[src/rtl/wptr_full_ctrl.sv]
// Write-side pointer/status controller for an asynchronous FIFO: write address,
// Gray write pointer, synchronised read pointer, full/almost-full, level, overflow.
module wptr_full_ctrl #(
  parameter int ADDRSIZE    = 4,
  parameter int AFULL_LEVEL = (1 << ADDRSIZE) - 2
) (
  input  logic                wr_clk,
  input  logic                wr_rst_n,
  input  logic                wr_req,
  input  logic [ADDRSIZE:0]   rd_ptr_gray,
  input  logic                ovf_clr,
  output logic                wr_en,
  output logic [ADDRSIZE-1:0] wr_addr,
  output logic                wfull,
  output logic                walmost_full,
  output logic [ADDRSIZE:0]   wr_level,
  output logic [ADDRSIZE:0]   wr_ptr_gray,
  output logic                wr_overflow
);

  localparam logic [ADDRSIZE:0] AFULL_TH = AFULL_LEVEL[ADDRSIZE:0];

  logic [ADDRSIZE:0] wbin_q, wbin_d;
  logic [ADDRSIZE:0] wgray_q, wgray_d;
  logic [ADDRSIZE:0] rq1_q, rq2_q;
  logic [ADDRSIZE:0] rbin;
  logic [ADDRSIZE:0] level_q, level_d;
  logic              wfull_q, wfull_d;
  logic              afull_q, afull_d;
  logic              ovf_q, ovf_d;
  logic              push;

  assign push = wr_req & ~wfull_q;

  always_comb begin
    rbin = '0;
    for (int unsigned i = 0; i <= ADDRSIZE; i++) begin
      rbin[i] = ^(rq2_q >> i);
    end

    wbin_d  = wbin_q + {{ADDRSIZE{1'b0}}, push};
    wgray_d = (wbin_d >> 1) ^ wbin_d;
    level_d = wbin_d - rbin;

    // Full when the write pointer is exactly one lap ahead of the synchronised read pointer.
    wfull_d = (wgray_d == {~rq2_q[ADDRSIZE:ADDRSIZE-1], rq2_q[ADDRSIZE-2:0]});
    afull_d = (level_d >= AFULL_TH);

    ovf_d = ovf_q;
    if (wr_req & wfull_q) begin
      ovf_d = 1'b1;
    end else if (ovf_clr) begin
      ovf_d = 1'b0;
    end
  end

  always_ff @(posedge wr_clk) begin
    if (!wr_rst_n) begin
      wbin_q  <= '0;
      wgray_q <= '0;
      rq1_q   <= '0;
      rq2_q   <= '0;
      level_q <= '0;
      wfull_q <= 1'b0;
      afull_q <= 1'b0;
      ovf_q   <= 1'b0;
    end else begin
      wbin_q  <= wbin_d;
      wgray_q <= wgray_d;
      rq1_q   <= rd_ptr_gray;
      rq2_q   <= rq1_q;
      level_q <= level_d;
      wfull_q <= wfull_d;
      afull_q <= afull_d;
      ovf_q   <= ovf_d;
    end
  end

  assign wr_en        = push;
  assign wr_addr      = wbin_q[ADDRSIZE-1:0];
  assign wfull        = wfull_q;
  assign walmost_full = afull_q;
  assign wr_level     = level_q;
  assign wr_ptr_gray  = wgray_q;
  assign wr_overflow  = ovf_q;

endmodule
[config.mk]
export PLATFORM = sky130hd
export DESIGN_NAME = wptr_full_ctrl
export DESIGN_NICKNAME = d
export VERILOG_FILES = /design/src/rtl/wptr_full_ctrl.sv
export SDC_FILE = /design/constraint.sdc
export NUM_CORES = 1
export LEC_CHECK = 0
export BUFFER_PORTS_ARGS = -buffer_cell sky130_fd_sc_hd__buf_2
export CORE_ASPECT_RATIO = 1.4
export CORE_MARGIN = 8
export CORE_UTILIZATION = 50
export CTS_CLUSTER_DIAMETER = 60
export DETAILED_ROUTE_END_ITERATION = 10
export GPL_ROUTABILITY_DRIVEN = 0
export HOLD_SLACK_MARGIN = 0.12
export PLACE_DENSITY = 0.73
export SYNTH_ARGS = -nofsm -noshare
export SYNTH_HDL_FRONTEND = slang
export SYNTH_SLANG_ARGS = --single-unit
[constraint.sdc]
create_clock -name wr_clk -period 3.1 [get_ports wr_clk]
set_input_delay 0.155 -clock wr_clk [delete_from_list [all_inputs] [get_ports wr_clk]]
set_output_delay 0.155 -clock wr_clk [all_outputs]
set_load 0.05 [all_outputs]
==> qor.txt, run 1 <==
register area share after synthesis - 45.81%
Synth-to-Final Area Change - 22.91%
Ports - 27
initial antenna violation count - 0
maxcap violations - 0
clock transition at the registers of the reported paths - 0.14 ns
Syn Inst Count - 112
Post-synth ARST share - 0%
worst hold start - wr_rst_n
share of layout cells above drive strength 1 - 26.17%
total grt overflow - 0
Post-synth EDFFs - 0
R2R Setup Slk - 0.24 ns
largest area contributor in the netlist - dfxtp_1
Max rail drop VDD - 352.4 uV
total number of vias - 891
HP Class - in -> reg
htree depth - 1
Layout fillers - 206
final core utilization - 62.72%
crit path capture type - flop
Crit Path Category - reg -> reg
pin count of the biggest net entering global routing - 27
Worst slew margin - 77.87%
Logic pwr share - 31.3%
Final HPWL DP - 1.664 mm
worst skew pair latency - 0.33 ns
FF-to-FF path depth - 11
Highest Signal Layer - met4
crit start category - flop
Primary FF master, synth - dfxtp_1
root buffer cell - clkbuf_4
Fmax achieved - 349.1 MHz
Unique masters post-synth - 30
Die Height - 73.48 um
placed cell area - 1354 um^2
met3 wire length - 97 um
post_cts resized - 0
clock tree buffer depth - 2
Final Cell Area - 1450 um^2
syn_nets - 127
vias in the first global route - 913
worst-path fanout max - 5
Routed WL - 2.179 mm
first-pass GRT wire length - 3.684 mm
post-synth top area share - 45.81%
hold depth - 2
Ant. Diodes - 0
Finish-stage setup viols - 0
Internal - 0.0005140 W
Metal-1 WL - 780 um
synth cell count leaders - dfxtp_1, and2_1, nor2b_1, xnor2_1
Layout Skew - 0.004081 ns
Die Footprint - 4192 um^2
run status - finished, final reports clean
Fin. Hold Viols - 0
Final min period - 2.865 ns
WHS Endpoint - wr_level[1]
count leader, synth - dfxtp_1
Sw Pwr - 0.0002736 W
drt drc - 0
Synth warnings - 0
Starting Density - 51.03%
setup TNS - 0 ns
met2 wire len - 1.253 mm
detail-routed via count per cell - 5.180
die width - 57.06 um
Layout Nets - 165
worst flop-to-flop path startpoint - rq2_q[4]
Netlist Area Pre-Place - 1180 um^2
Inserted Clock Buffers - 3
Worst Path Required - 3.34 ns
Clk pwr share - 19.5%
initial DRC count - 6
critical path arrival - 3.10 ns
Finished Layout Cells - 172
switching share of power - 34.73%
sequential fraction of design power - 49.2%
fin crit share - 92.41%
Sink Count - 27
remaining antenna violation count - 0
CTS tree - yes
total track usage - 10.88%
IO Port Bufs - 26
DRT Pass-1 Iters - 2
PD cells - 543.1 nW/um^2
Core Box Area - 2312 um^2
Avg Inst Size Synth - 10.53 um^2
final max-slew violation count - 0
Worst R2R End - walmost_full
RSZ-0062 raised after global routing - no
leakage power total - 0.6891 nW
WL/cell - 12.67 um
Yosys reg bits - 27
worst-margin pin slew - 0.3320 ns
top cells by area, synth - dfxtp_1, and2_1, ha_1
Placed Cells incl. Taps - 161
Rows - 21
## state kept, by name, summed over array words and instances, names as in the netlist
| register | count |
|---|---|
| rq1_q | 5 |
| walmost_full | 1 |
| wr_ptr_gray | 4 |
| wfull | 1 |
| wbin_q | 5 |
| wr_overflow | 1 |
| rq2_q | 5 |
| wr_level | 5 |
## metal layers
layer | global-route usage, % | up-vias
met5 | 0 | -
met4 | 6.283 | 0
met3 | 2.763 | 5
met2 | 22.37 | 20
met1 | 8.554 | 428
li1 | - | 438
## timing repair
| action | 4_1_cts | 5_1_grt |
|---|---|---|
| setup buffers | 0 | 0 |
| hold buffers | 7 | 0 |
| endpoints found under the hold margin | 6 | 0 |
## cell type report
class / instances / area (um^2) / area share (%)
sequential: 27 / 540.5 / 37.27
timing repair buffer: 35 / 215.2 / 14.84
multi-input combinational: 78 / 620.6 / 42.80
tap: 23 / 28.78 / 1.984
inverter: 5 / 18.77 / 1.294
clock buffer: 4 / 26.28 / 1.812
## cells in the final DEF, fill, tap and decap left out, types with 2 or more instances in the layout
cell / synthesis / final
inv_1: 5 / 5
xor2_2: 3 / 3
ha_1: 5 / 5
buf_2: 0 / 26
dlygate4sd3_1: 0 / 7
buf_4: 0 / 2
a21oi_1: 2 / 2
xor2_1: 6 / 6
nor3_1: 6 / 6
o21ai_0: 3 / 3
dfxtp_1: 27 / 27
nand2_1: 2 / 2
nor2b_1: 7 / 6
clkbuf_4: 0 / 3
and2_1: 18 / 18
xnor2_1: 7 / 7
xnor2_2: 2 / 2
o311a_1: 2 / 2
## power groups by stage
stage               registers (W)  clock network, W  logic (W)
floorplan                0.000482                 0  0.0000999
global placement         0.000394                 0   0.000240
detailed placement       0.000396                 0   0.000243
CTS                      0.000388          0.000161   0.000250
global route             0.000392          0.000170   0.000265
finish                   0.000387          0.000154   0.000246
## critical path: stages, from the launching register on
cell	delay, ns
dfxtp_1	0.46
xnor2_2	0.17
xor2_1	0.23
xor2_1	0.28
xnor2_1	0.12
ha_1	0.22
fa_1	0.38
nor2b_1	0.19
o21ai_0	0.10
o311a_1	0.16
o21a_1	0.20
a211o_1	0.26
## through the flow
stage	power, W	worst slack [ns]	hold WS [ns]
floorplan	0.0005819	0.09561	0.2823
global route	0.0008270	0.01910	0.2449
finish	0.0007876	0.2353	0.2409
detailed placement	0.0006382	0.2621	0.3662
CTS	0.0007992	0.2361	0.2406
global placement	0.0006342	0.3367	0.3611
## worst max path at each step
stage / endpoint / slack, ns / start
floorplan: walmost_full / 0.1 / wfull
detailed placement: walmost_full / 0.26 / rq2_q[4]
global route: walmost_full / 0.02 / rq2_q[4]
CTS: walmost_full / 0.24 / rq2_q[4]
finish: walmost_full / 0.24 / rq2_q[4]
global placement: walmost_full / 0.34 / rq2_q[4]
## cells by family after synthesis
group | Yosys count | share of synthesized area, %
AND/OR/NAND/NOR | 41 | 20.89
flip-flops | 27 | 45.81
AO/OA/AOI/OAI | 13 | 7.530
buffers and inverters | 7 | 2.227
adder cells (fa/ha/maj) | 6 | 6.999
XOR/XNOR | 18 | 16.54
(Power assumes the default switching activity.)
==> run 2, diff against run 1 <==
--- a/config.mk
+++ b/config.mk
@@ -9,6 +9,7 @@
 export CORE_ASPECT_RATIO = 1.4
 export CORE_MARGIN = 8
 export CORE_UTILIZATION = 50
+export CTS_BUF_LIST = sky130_fd_sc_hd__clkbuf_4 sky130_fd_sc_hd__clkbuf_8 sky130_fd_sc_hd__clkbuf_16
 export CTS_CLUSTER_DIAMETER = 60
 export DETAILED_ROUTE_END_ITERATION = 10
 export GPL_ROUTABILITY_DRIVEN = 0
==> run 2 against run 1 <==
Final cell count is the same. Clock power grew 6%. Fmax is essentially flat. Flip-flop and latch count is the same. Sequential share of layout area shrank 0.096 points. Register-to-register slack is essentially flat. Routed wire length is essentially flat. Critical path type unchanged. Clock-buffer cell count is the same. Combinational power is essentially flat. Highest routed layer unchanged.
==> qor.txt, run 2 (synthesis results as in run 1) <==
DRT Pass-1 Iters - 2 (unchanged)
Fin. Hold Viols - 0 (unchanged)
initial antenna violation count - 0 (unchanged)
htree depth - 1 (unchanged)
Layout Skew - 0.004131 ns (+0.00005032 ns)
Max rail drop VDD - 352.4 uV (about the same)
area occupied by multi-input gates - 620.6 um^2 (unchanged)
worst skew pair latency - 0.33 ns (about the same)
Finished Layout Cells - 172 (unchanged)
Rows - 21 (unchanged)
vias in the first global route - 913 (unchanged)
HP Class - in -> reg
Core Box Area - 2312 um^2 (unchanged)
initial DRC count - 3 (-3)
Finish-stage setup viols - 0 (unchanged)
final max-slew violation count - 0 (unchanged)
total track usage - 10.88% (unchanged)
share of layout cells above drive strength 1 - 26.85% (+0.67 points)
first-pass GRT wire length - 3.684 mm (unchanged)
Synth-to-Final Area Change - 23.22%
Min Hold Slack - 0.2406 ns (-0.0003120 ns)
Ant. Diodes - 0 (unchanged)
CP max-delay cell - dfxtp_1
critical path arrival - 3.10 ns (about the same)
Worst Path Required - 3.34 ns (about the same)
crit start category - flop
clock tree buffer depth - 2 (unchanged)
Final Cell Area - 1454 um^2 (+0.26%)
Worst slew margin - 77.87% (unchanged)
Critical Path Max Stage Delay - 0.46 ns (about the same)
Sequential Area - 540.5 um^2 (unchanged)
Placed Cells incl. Taps - 161 (unchanged)
most common cell after layout, fill and taps aside - dfxtp_1
worst-margin pin slew - 0.3320 ns (unchanged)
die width - 57.06 um (unchanged)
Inserted Clock Buffers - 3 (unchanged)
root buffer cell - clkbuf_4
leakage power total - 0.6925 nW (+0.50%)
placed cell area - 1354 um^2 (unchanged)
WL/cell - 12.66 um (about the same)
Die Footprint - 4192 um^2 (unchanged)
worst-path fanout max - 5 (unchanged)
crit path capture type - flop
setup TNS - 0 ns (unchanged)
detail-routed via count per cell - 5.174 (-0.11%)
total grt overflow - 0 (unchanged)
Final min period - 2.865 ns (+0.00001900 ns)
fin crit share - 92.41% (about the same)
CP cell instances - xnor2_2 -> xor2_1 -> xor2_1 -> xnor2_1 -> ha_1 -> fa_1 -> nor2b_1 -> o21ai_0 -> o311a_1 -> o21a_1 -> a211o_1
total number of vias - 890 (-0.11%)
IO Port Bufs - 26 (unchanged)
Most common cell on crit path - xor2_1
remaining antenna violation count - 0 (unchanged)
Die Height - 73.48 um (unchanged)
pin count of the biggest net entering global routing - 27 (unchanged)
final core utilization - 62.88% (+0.16 points)
drt drc - 0 (unchanged)
RSZ-0062 raised after global routing - no
Crit Path Category - reg -> reg
Final HPWL DP - 1.664 mm (unchanged)
PD cells - 547.9 nW/um^2 (+0.87%)
clock transition at the registers of the reported paths - 0.14 ns (about the same)
Ports - 27 (unchanged)
Layout Nets - 165 (unchanged)
Starting Density - 51.03% (unchanged)
Fmax achieved - 349.1 MHz (about the same)
Layout fillers - 204 (-0.97%)
CTS tree - yes
most frequent cells in the layout - dfxtp_1, buf_2, and2_1
Routed WL - 2.178 mm (about the same)
run status - finished, final reports clean
Sink Count - 27 (unchanged)
maxcap violations - 0 (unchanged)
post_cts resized - 0 (unchanged)
[run 2: cell counts in the layout (fill, tap and decap cells not counted)]
No cell type changed its count.
[run 2: final cells by class]
cell class	instances	share of cell area, %
inverters	5	1.291
repair buffers	35	14.80
clock buffers	4	2.065
flip-flops and latches	27	37.18
multi-input cells	78	42.69
well taps	23	1.979
[run 2: power breakdown]
| part | total (W) | internal [W] | switching (W) |
|---|---|---|---|
| Clock | 0.000163 | 0.0000593 | 0.000103 |
| Sequential | 0.000387 | 0.000377 | 0.0000102 |
| Combinational | 0.000246 | 0.0000863 | 0.000160 |
[run 2: critical path, delay by kind of cell (launching register included)]
kind	cells	cell delay, ns
xor gates and xnor gates	4	0.80
AOI/OAI and AO/OA	4	0.72
adders and majority gates	2	0.60
DFF	1	0.46
and+or+nand+nor	1	0.19
[run 2: final timing paths]
kind                                from      endpoint  slack, ns  cells after the start
worst min-delay path            wr_rst_n   wr_level[1]       0.24                      2
worst min register to register  rq1_q[2]      rq2_q[2]       0.45                      1
worst max-delay path            rq2_q[4]  walmost_full       0.24                     11
worst max register to register  rq2_q[4]  walmost_full       0.24                     11
[run 2: routing by layer]
layer	track usage, %	wire, um
met5	0	0
met3	2.763	97
met1	8.554	777
met2	22.37	1250
met4	6.283	52
[run 2: through the flow]
stage | worst slack [ns] | power [W]
2_1_floorplan | 0.09561 | 0.0005819
3_3_place_gp | 0.3367 | 0.0006342
3_5_place_dp | 0.2621 | 0.0006382
4_1_cts | 0.2363 | 0.0008079
5_1_grt | 0.01926 | 0.0008356
6_report | 0.2353 | 0.0007965
[run 2: timing repair]
action | CTS | global route
endpoints found under the hold margin | 6 | 0
setup buffers | 0 | 0
hold buffers | 7 | 0
